### src/rtl/score_keeper.sv
// score_keeper: two-player BCD scoring stage with post-point lockout,
// same-cycle press cancellation and a frozen win state.
// Every output comes straight from a register; the combinational block
// only computes the values those registers load at the next edge.
module score_keeper #(
    parameter int WIN_SCORE = 7,   // target score, 1..99
    parameter int LOCKOUT   = 3    // ignore window after a point, 0..255
) (
    input  logic       clk,
    input  logic       reset,      // synchronous, active-low
    input  logic       clear,      // synchronous game restart, active-high
    input  logic       p1_press,
    input  logic       p2_press,
    output logic [3:0] p1_tens,
    output logic [3:0] p1_ones,
    output logic [3:0] p2_tens,
    output logic [3:0] p2_ones,
    output logic [1:0] winner,
    output logic       game_over,
    output logic       point
);

    // The state encoding matches the winner code, so 2'b11 is never used.
    typedef enum logic [1:0] {
        ST_PLAY   = 2'b00,
        ST_P1_WIN = 2'b01,
        ST_P2_WIN = 2'b10
    } state_t;

    // Target score split into BCD digits once, at elaboration.
    localparam logic [3:0] WIN_TENS  = 4'(WIN_SCORE / 10);
    localparam logic [3:0] WIN_ONES  = 4'(WIN_SCORE % 10);
    localparam logic [7:0] WIN_BCD   = {WIN_TENS, WIN_ONES};
    localparam logic [7:0] LOCK_LOAD = 8'(LOCKOUT);

    // Adds one to a two-digit BCD score {tens, ones}.
    // The score stops at WIN_SCORE <= 99, so the tens digit cannot wrap.
    function automatic logic [7:0] bcd_inc(input logic [7:0] score);
        logic [3:0] tens;
        logic [3:0] ones;
        tens = score[7:4];
        ones = score[3:0];
        if (ones == 4'd9) begin
            ones = 4'd0;
            tens = tens + 4'd1;
        end else begin
            ones = ones + 4'd1;
        end
        return {tens, ones};
    endfunction

    // True when a BCD score has reached the target.
    function automatic logic is_win(input logic [7:0] score);
        return (score == WIN_BCD);
    endfunction

    // Maps a game state onto the external winner code.
    function automatic logic [1:0] winner_code(input state_t st);
        logic [1:0] code;
        case (st)
            ST_P1_WIN: code = 2'b01;
            ST_P2_WIN: code = 2'b10;
            ST_PLAY:   code = 2'b00;
            default:   code = 2'b00;
        endcase
        return code;
    endfunction

    // Registered state.
    state_t     r_state;
    logic [7:0] r_p1_score;     // {tens, ones}
    logic [7:0] r_p2_score;     // {tens, ones}
    logic [7:0] r_lock;         // cycles of lockout still to run
    logic       r_point;
    logic [1:0] r_winner;
    logic       r_game_over;

    // Next-state values.
    state_t     w_state_nxt;
    logic [7:0] w_p1_nxt;
    logic [7:0] w_p2_nxt;
    logic [7:0] w_lock_nxt;
    logic       w_point_nxt;
    logic [1:0] w_winner_nxt;
    logic       w_game_over_nxt;

    // Incremented scores, shared by the acceptance and win-detect paths.
    logic [7:0] w_p1_inc;
    logic [7:0] w_p2_inc;
    logic       w_only_p1;
    logic       w_only_p2;

    assign w_p1_inc  = bcd_inc(r_p1_score);
    assign w_p2_inc  = bcd_inc(r_p2_score);
    // Simultaneous presses cancel, so only a lone press can score.
    assign w_only_p1 = p1_press & ~p2_press;
    assign w_only_p2 = p2_press & ~p1_press;

    // Next-state, score, lockout and point decode for the game FSM.
    always_comb begin
        w_state_nxt = r_state;
        w_p1_nxt    = r_p1_score;
        w_p2_nxt    = r_p2_score;
        w_lock_nxt  = r_lock;
        w_point_nxt = 1'b0;
        case (r_state)
            ST_PLAY: begin
                if (r_lock != 8'd0) begin
                    // Lockout runs down regardless of what is pressed.
                    w_lock_nxt = r_lock - 8'd1;
                end else if (w_only_p1) begin
                    w_p1_nxt    = w_p1_inc;
                    w_lock_nxt  = LOCK_LOAD;
                    w_point_nxt = 1'b1;
                    if (is_win(w_p1_inc)) begin
                        w_state_nxt = ST_P1_WIN;
                    end else begin
                        w_state_nxt = ST_PLAY;
                    end
                end else if (w_only_p2) begin
                    w_p2_nxt    = w_p2_inc;
                    w_lock_nxt  = LOCK_LOAD;
                    w_point_nxt = 1'b1;
                    if (is_win(w_p2_inc)) begin
                        w_state_nxt = ST_P2_WIN;
                    end else begin
                        w_state_nxt = ST_PLAY;
                    end
                end else begin
                    // No press, or two presses that cancel each other.
                    w_lock_nxt = 8'd0;
                end
            end
            ST_P1_WIN, ST_P2_WIN: begin
                // Frozen until reset or clear; presses are ignored.
                w_state_nxt = r_state;
                w_lock_nxt  = 8'd0;
            end
            default: begin
                // Unreachable encoding: recover into a fresh game.
                w_state_nxt = ST_PLAY;
                w_p1_nxt    = 8'd0;
                w_p2_nxt    = 8'd0;
                w_lock_nxt  = 8'd0;
            end
        endcase
    end

    // Winner flags follow the next state so they rise with the final digit.
    always_comb begin
        w_winner_nxt    = winner_code(w_state_nxt);
        w_game_over_nxt = (w_state_nxt != ST_PLAY);
    end

    // FSM state register with reset and clear returning to PLAY.
    always_ff @(posedge clk) begin
        if (!reset) begin
            r_state <= ST_PLAY;
        end else if (clear) begin
            r_state <= ST_PLAY;
        end else begin
            r_state <= w_state_nxt;
        end
    end

    // Datapath registers: scores, lockout counter and registered outputs.
    always_ff @(posedge clk) begin
        if (!reset) begin
            r_p1_score  <= 8'd0;
            r_p2_score  <= 8'd0;
            r_lock      <= 8'd0;
            r_point     <= 1'b0;
            r_winner    <= 2'b00;
            r_game_over <= 1'b0;
        end else if (clear) begin
            // A press arriving with clear is discarded here.
            r_p1_score  <= 8'd0;
            r_p2_score  <= 8'd0;
            r_lock      <= 8'd0;
            r_point     <= 1'b0;
            r_winner    <= 2'b00;
            r_game_over <= 1'b0;
        end else begin
            r_p1_score  <= w_p1_nxt;
            r_p2_score  <= w_p2_nxt;
            r_lock      <= w_lock_nxt;
            r_point     <= w_point_nxt;
            r_winner    <= w_winner_nxt;
            r_game_over <= w_game_over_nxt;
        end
    end

    assign p1_tens   = r_p1_score[7:4];
    assign p1_ones   = r_p1_score[3:0];
    assign p2_tens   = r_p2_score[7:4];
    assign p2_ones   = r_p2_score[3:0];
    assign winner    = r_winner;
    assign game_over = r_game_over;
    assign point     = r_point;

endmodule
### config.mk
export PLATFORM = sky130hd
export DESIGN_NAME = score_keeper
export DESIGN_NICKNAME = d
export VERILOG_FILES = /design/src/rtl/score_keeper.sv
export SDC_FILE = /design/constraint.sdc
export NUM_CORES = 1
export LEC_CHECK = 0
export BUFFER_PORTS_ARGS = -buffer_cell sky130_fd_sc_hd__buf_4
export CORE_ASPECT_RATIO = 0.75
export CORE_UTILIZATION = 56
export CTS_CLUSTER_DIAMETER = 60
export DETAILED_ROUTE_END_ITERATION = 16
export GPL_TIMING_DRIVEN = 0
export PLACE_DENSITY = 0.86
export SLEW_MARGIN = 10
export SYNTH_ARGS = -nofsm -noshare
export SYNTH_HDL_FRONTEND = slang
export SYNTH_SLANG_ARGS = --single-unit
### constraint.sdc
create_clock -name clk -period 2.1 [get_ports clk]
set_input_delay 0.315 -clock clk [delete_from_list [all_inputs] [get_ports clk]]
set_output_delay 0.315 -clock clk [all_outputs]
set_load 0.05 [all_outputs]
Yosys cells after proc, flatten, opt, wreduce, memory -nomap -nowiden
Index checks and enable logic that the tools add are counted.
{"block": "totals", "regBits": 30, "in_bits": 5, "out_inout_bits": 20, "wordCells": 63}
{"block": "op_classes", "n_addsub": 5, "eq_ne": 12, "mux": 23, "bitwise": 7, "n_reduce_logical": 9}
{"operator": "$mux W8", "count": 6}
{"operator": "$pmux W8 S2", "count": 2}
{"operator": "$add A4 B1 Y4 const B", "count": 4}
{"operator": "$eq A8 B3 Y1 const B", "count": 2}
{"operator": "$mux W4", "count": 4}
{"operator": "$mux W2", "count": 6}
{"operator": "$eq A4 B4 Y1 const B", "count": 2}
{"operator": "$ne A2 B2 Y1 const B", "count": 4}
{"operator": "$pmux W2 S2", "count": 2}
{"operator": "$reduce_bool A8 Y1", "count": 1}
{"operator": "$sub A8 B1 Y8 const B", "count": 1}
{"operator": "$not A1 Y1", "count": 5}
{"operator": "$eq A2 B1 Y1 const B", "count": 2}
{"operator": "$eq A2 B2 Y1 const B", "count": 2}
{"operator": "$reduce_and A4 Y1", "count": 1}
{"operator": "$reduce_or A2 Y1", "count": 2}
{"operator": "$reduce_or A4 Y1", "count": 1}
{"operator": "$mux W1", "count": 3}
{"operator": "$reduce_and A3 Y1", "count": 1}
{"operator": "$reduce_or A3 Y1", "count": 1}
{"operator": "$and A1 B1 Y1", "count": 2}
{"operator": "$logic_not A2 Y1", "count": 1}
{"operator": "$reduce_bool A2 Y1", "count": 1}

Logic depth before layout (Yosys ltp)
{"block": "depth", "ltp_word": 10, "depth_mapped": 7, "ltp_nobuf": 7}

Least setup slack after synthesis
Ideal clock, no wire load.
{"block": "synth_timing", "path_type": "register -> register", "start": "register r_p1_score[4]", "end": "register r_winner[0], in the netlist winner[0]", "setup_ps": 61, "arrival_time_ps": 2071, "required_time_ps": 2039, "path_slack_ps": -32, "path_stages_with_launch": 7, "path_buffers": 0, "synth_period_minus_slack_ps": 2132, "path_cell_list": "dfxtp_1 ha_1 or4bb_1 a21o_1 a211o_1 nand2_1 and4_1"}
{"block": "synth_between", "elab_chain_len": 9, "word_cells_on_any_way": 10, "classes_between": "add/sub: 1; eq/ne: 3; mux: 6"}
{"element": "start, declared", "line": "71", "source": "logic [7:0] r_p1_score;"}
{"element": "start signal, assigned", "line": "184", "source": "r_p1_score <= w_p1_nxt;"}
{"element": "$add A4 B1 Y4", "line": "45", "source": "tens = tens + 4'd1;"}
{"element": "$mux W4 *", "line": "43", "source": "if (ones == 4'd9) begin"}
{"element": "$eq A8 B3 Y1 *", "line": "54", "source": "return (score == WIN_BCD);"}
{"element": "$mux W1 *", "line": "115", "source": "if (is_win(w_p1_inc)) begin"}
{"element": "$mux W2 *", "line": "111", "source": "end else if (w_only_p1) begin"}
{"element": "$mux W2 *", "line": "108", "source": "if (r_lock != 8'd0) begin"}
{"element": "$pmux W2 S2 *", "line": "106", "source": "case (r_state)"}
{"element": "$eq A2 B2 Y1 or $eq A2 B1 Y1 (tied branches)", "line": "60", "source": "case (st)"}
{"element": "$pmux W2 S2 *", "line": "60"}
{"element": "end signal, assigned", "line": "188", "source": "r_winner <= w_winner_nxt;"}
{"element": "end, declared", "line": "75", "source": "logic [1:0] r_winner;"}
Mark *: on every way between the ends. The rest lies on a longest branch, timed or not.
A chain may end at the register's enable or synchronous reset.

Worst setup path after layout
{"block": "layout_timing", "start": "register r_state[1]", "end": "register r_winner[0], in the netlist winner[0]"}
{"block": "layout_between", "elab_chain_len": 6, "word_cells_on_any_way": 11, "classes_between": "eq/ne: 4; mux: 5; reduce/logical: 2"}
{"element": "start, declared", "line": "70", "source": "state_t r_state;"}
{"element": "start signal, assigned", "line": "162", "source": "r_state <= w_state_nxt;"}
{"element": "$mux W2", "line": "120", "source": "end else if (w_only_p2) begin"}
{"element": "$mux W2", "line": "111"}
{"element": "$mux W2", "line": "108"}
{"element": "$pmux W2 S2 *", "line": "106"}
{"element": "$eq A2 B2 Y1 or $eq A2 B1 Y1 (tied branches)", "line": "60"}
{"element": "$pmux W2 S2 *", "line": "60"}
Marks and branches as above.

==> results by group <==
Outcome
  – Status: finished, final reports clean

Job
  – Max cap viols: 0

Cells and area
  – Share of layout cells above drive strength 1: 22.4%
  – Fin nets: 236
  – Area growth from synthesis to layout: 20.6%
  – Antenna cells: 0
  – Fillers: 212

Global route
  – GRT Util Overall: 27.8%
  – First-pass GRT wire length: 6580 um
  – GRT overflow: 0
  – Largest net degree at the start of global routing: 11
  – Initial antenna violation count: 0
  – Number of global-route vias before repair: 1,432

Clocking
  – CTS Buffer Depth: 2
  – H-Tree Depth: 2
  – CTS Root Cell: clkbuf_8
  – Worst-Skew Late Latency: 0.28 ns
  – Setup Fix Bufs, Post-CTS: 0
  – Sink Count: 30
  – Clock slew at reported path FFs: 0.06 ns
  – CTS tree: yes
  – Num CTS Buffers: 5

Worst setup path
  – CP peak stage delay: 0.49 ns
  – Worst Setup SP: r_state[1]
  – Worst EP arrival: 2.17 ns
  – Startpoint types: register
  – Worst setup path class: reg2reg
  – CP cell instances: inv_2, ha_4, inv_2, or4_1, nor3_2, o2111ai_2, and4_1
  – Worst endpoint required time: 2.28 ns
  – Slowest CP cell: or4_1
  – Reg2Reg Launch Point: r_state[1]
  – Crit path top cell by count: inv_2
  – Internal reg-to-reg setup slack: 0.11 ns
  – Crit path max fanout: 8
  – Critical path capture point type: register

Power and ir drop
  – Peak VDD IR: 0.895 mV
  – P per Cell Area: 976 nW/um2
  – Pleak: 0.801 nW

Timing
  – TNS Setup: 0 ns
  – Fin. Hold Viols: 0
  – Final period util: 94.9%
  – Min Tclk post-route: 1.99 ns
  – Setup repair after global routing missed its margin: no
  – Fmax: 0.502 GHz
  – Worst-Margin Slew: 0.501 ns
  – Setup WS post-layout: 0.108 ns
  – # setup viols final: 0
  – Final clock skew: 0.00626 ns
  – Max-slew violation count: 0
  – Slew headroom: 66.4%

Synthesis
  – Async S/R FF share, synth: 0%
  – Distinct cells, synth: 52
  – Sequential fraction of the synthesis area: 36.8%
  – Yosys warning count: 0
  – Simple-Gate Fraction of Synth Area: 30.9%
  – Most common flop cell mapped by yosys: dfxtp_1
  – Synth Area in XOR/XNOR: 5.90%
  – Synth top area cells: dfxtp_1, ha_1, nor2_1
  – Area leader, netlist: dfxtp_1
  – Mapped Cells: 193
  – Compound-Gate Fraction of Synth Area: 16.5%
  – Largest family of logic cells by synthesized area: simple AND/OR/NAND/NOR gates
  – Post-Syn Area per Cell: 8.47 um2
  – Post-synthesis mux area share: 0%
  – Synth top area share: 36.8%
  – Synthesized area: 1630 um2
  – Yosys reg bits: 30
  – Post-synth EDFFs: 0
  – Synth Area in Adders: 5.36%
  – Net Count, Synth: 205

Drt
  – DRC: 0
  – Vias: 1,587
  – Wire length per cell after detailed routing: 15.5 um
  – WL final: 4010 um
  – DR vias/cell: 6.13
  – Remaining antenna violation count: 0
  – First DRT Iteration DRCs: 93
  – Drt pass-1 iters: 4

Hold path
  – Hold_sp: p2_press
  – Hold crit path type: in2reg

Floorplanning
  – Row Count: 16
  – Core ar.: 2680 um2
  – Die Width: 64.4 um
  – # IOs: 25
  – Starting Density: 60.9%
  – Die ar.: 3140 um2
  – Die height: 48.8 um

Place
  – Dpl hpwl: 2870 um
  – Worst slack, placed: -0.125 ns
  – # port buffers: 24
  – GPL Wtd Cong: 0.936
path summary, 6_finish.rpt:
path / end / cells after the start
worst max-delay path: winner[0] / 7
worst min-delay path: point / 3
worst max register to register: winner[0] / 7
worst min register to register: r_lock[0] / 1
cells in the final DEF, fill, tap and decap left out, types with 3 or more instances in the layout:
cell type | Yosys | final
xor2_1 | 5 | 5
nand2b_1 | 4 | 4
or4_1 | 5 | 5
xnor2_1 | 6 | 6
inv_2 | 1 | 3
nor4_1 | 4 | 4
clkbuf_8 | 0 | 6
nor2_1 | 18 | 18
o21ai_0 | 5 | 5
dfxtp_1 | 30 | 28
nor2b_1 | 3 | 3
ha_1 | 7 | 6
buf_4 | 3 | 27
a21oi_1 | 12 | 12
o21ai_1 | 4 | 4
inv_1 | 9 | 7
nand3_1 | 10 | 10
nor3_1 | 8 | 7
nand2_1 | 16 | 16
final cells by class:
type | count | area, um2 | area share, %
Buffer | 7 | 38.8 | 1.97
Clock buffer | 6 | 82.6 | 4.19
Inverter | 10 | 37.5 | 1.90
Multi-Input combinational cell | 146 | 983 | 49.9
Sequential cell | 30 | 603 | 30.6
Tap cell | 36 | 45.0 | 2.29
Timing Repair Buffer | 24 | 180 | 9.14
worst max-delay path, delay by kind of cell, from the launching register on:
family                     cells  cell delay (ns)
adders and majority gates      1             0.21
AOI/OAI and AO/OA              1             0.22
buffers and inverters          2             0.19
and+or+nand+nor                3             0.93
DFF                            1             0.34
through the flow:
stage	util (%)	hold WS (ns)	power (mW)	instances	instance area (um2)
2_1_floorplan	-	0.446	1.30	193	1640
4_1_cts	73.2	0.340	1.90	259	1960
5_1_grt	73.5	0.375	2.02	259	1970
6_report	73.5	0.337	1.92	259	1970
3_5_place_dp	69.4	0.481	1.45	253	1860
3_3_place_gp	69.4	0.469	1.41	253	1860
Yosys cell counts (5+ instances only):
cell / n
dfxtp_1: 30
nor2_1: 18
nand2_1: 16
a21oi_1: 12
nand3_1: 10
inv_1: 9
nor3_1: 8
ha_1: 7
xnor2_1: 6
o21ai_0: 5
or4_1: 5
xor2_1: 5
logic make-up after synthesis:
| logic type | after synthesis |
|---|---|
| xor gates and xnor gates | 11 |
| and+or+nand+nor | 88 |
| buffers and inverters | 17 |
| AOI/OAI and AO/OA | 40 |
| adders and majority gates | 7 |
| DFF | 30 |
flip-flops by register name (all words and copies together) (netlist names):
register,count
point,1
r_p1_score,8
winner,2
game_over,1
r_lock,8
r_p2_score,8
r_state,2
metal layers:
| metal | track usage (%) | vias to the layer above | routed length, um | part of all wire, % |
|---|---|---|---|---|
| met5 | 0 | - | 0 | 0 |
| met4 | 10.4 | 0 | 73 | 1.8 |
| met3 | 7.01 | 10 | 310 | 7.7 |
| met2 | 45.1 | 69 | 1940 | 48 |
| met1 | 35.7 | 746 | 1690 | 42 |
| li1 | - | 762 | - | - |
power by group:
group          internal, mW  switching [mW]
sequential            0.639          0.0935
clock                 0.252           0.205
combinational         0.298           0.436
total                  1.19           0.734
what timing repair did:
| action | 4_1_cts | 5_1_grt |
|---|---|---|
| gates resized for setup | 3 | 6 |
| pin swaps | 0 | 3 |
| endpoints found under the setup margin | 4 | 4 |
| hold buffers | 0 | 0 |
No activity file was read; power rests on OpenSTA's default activity.
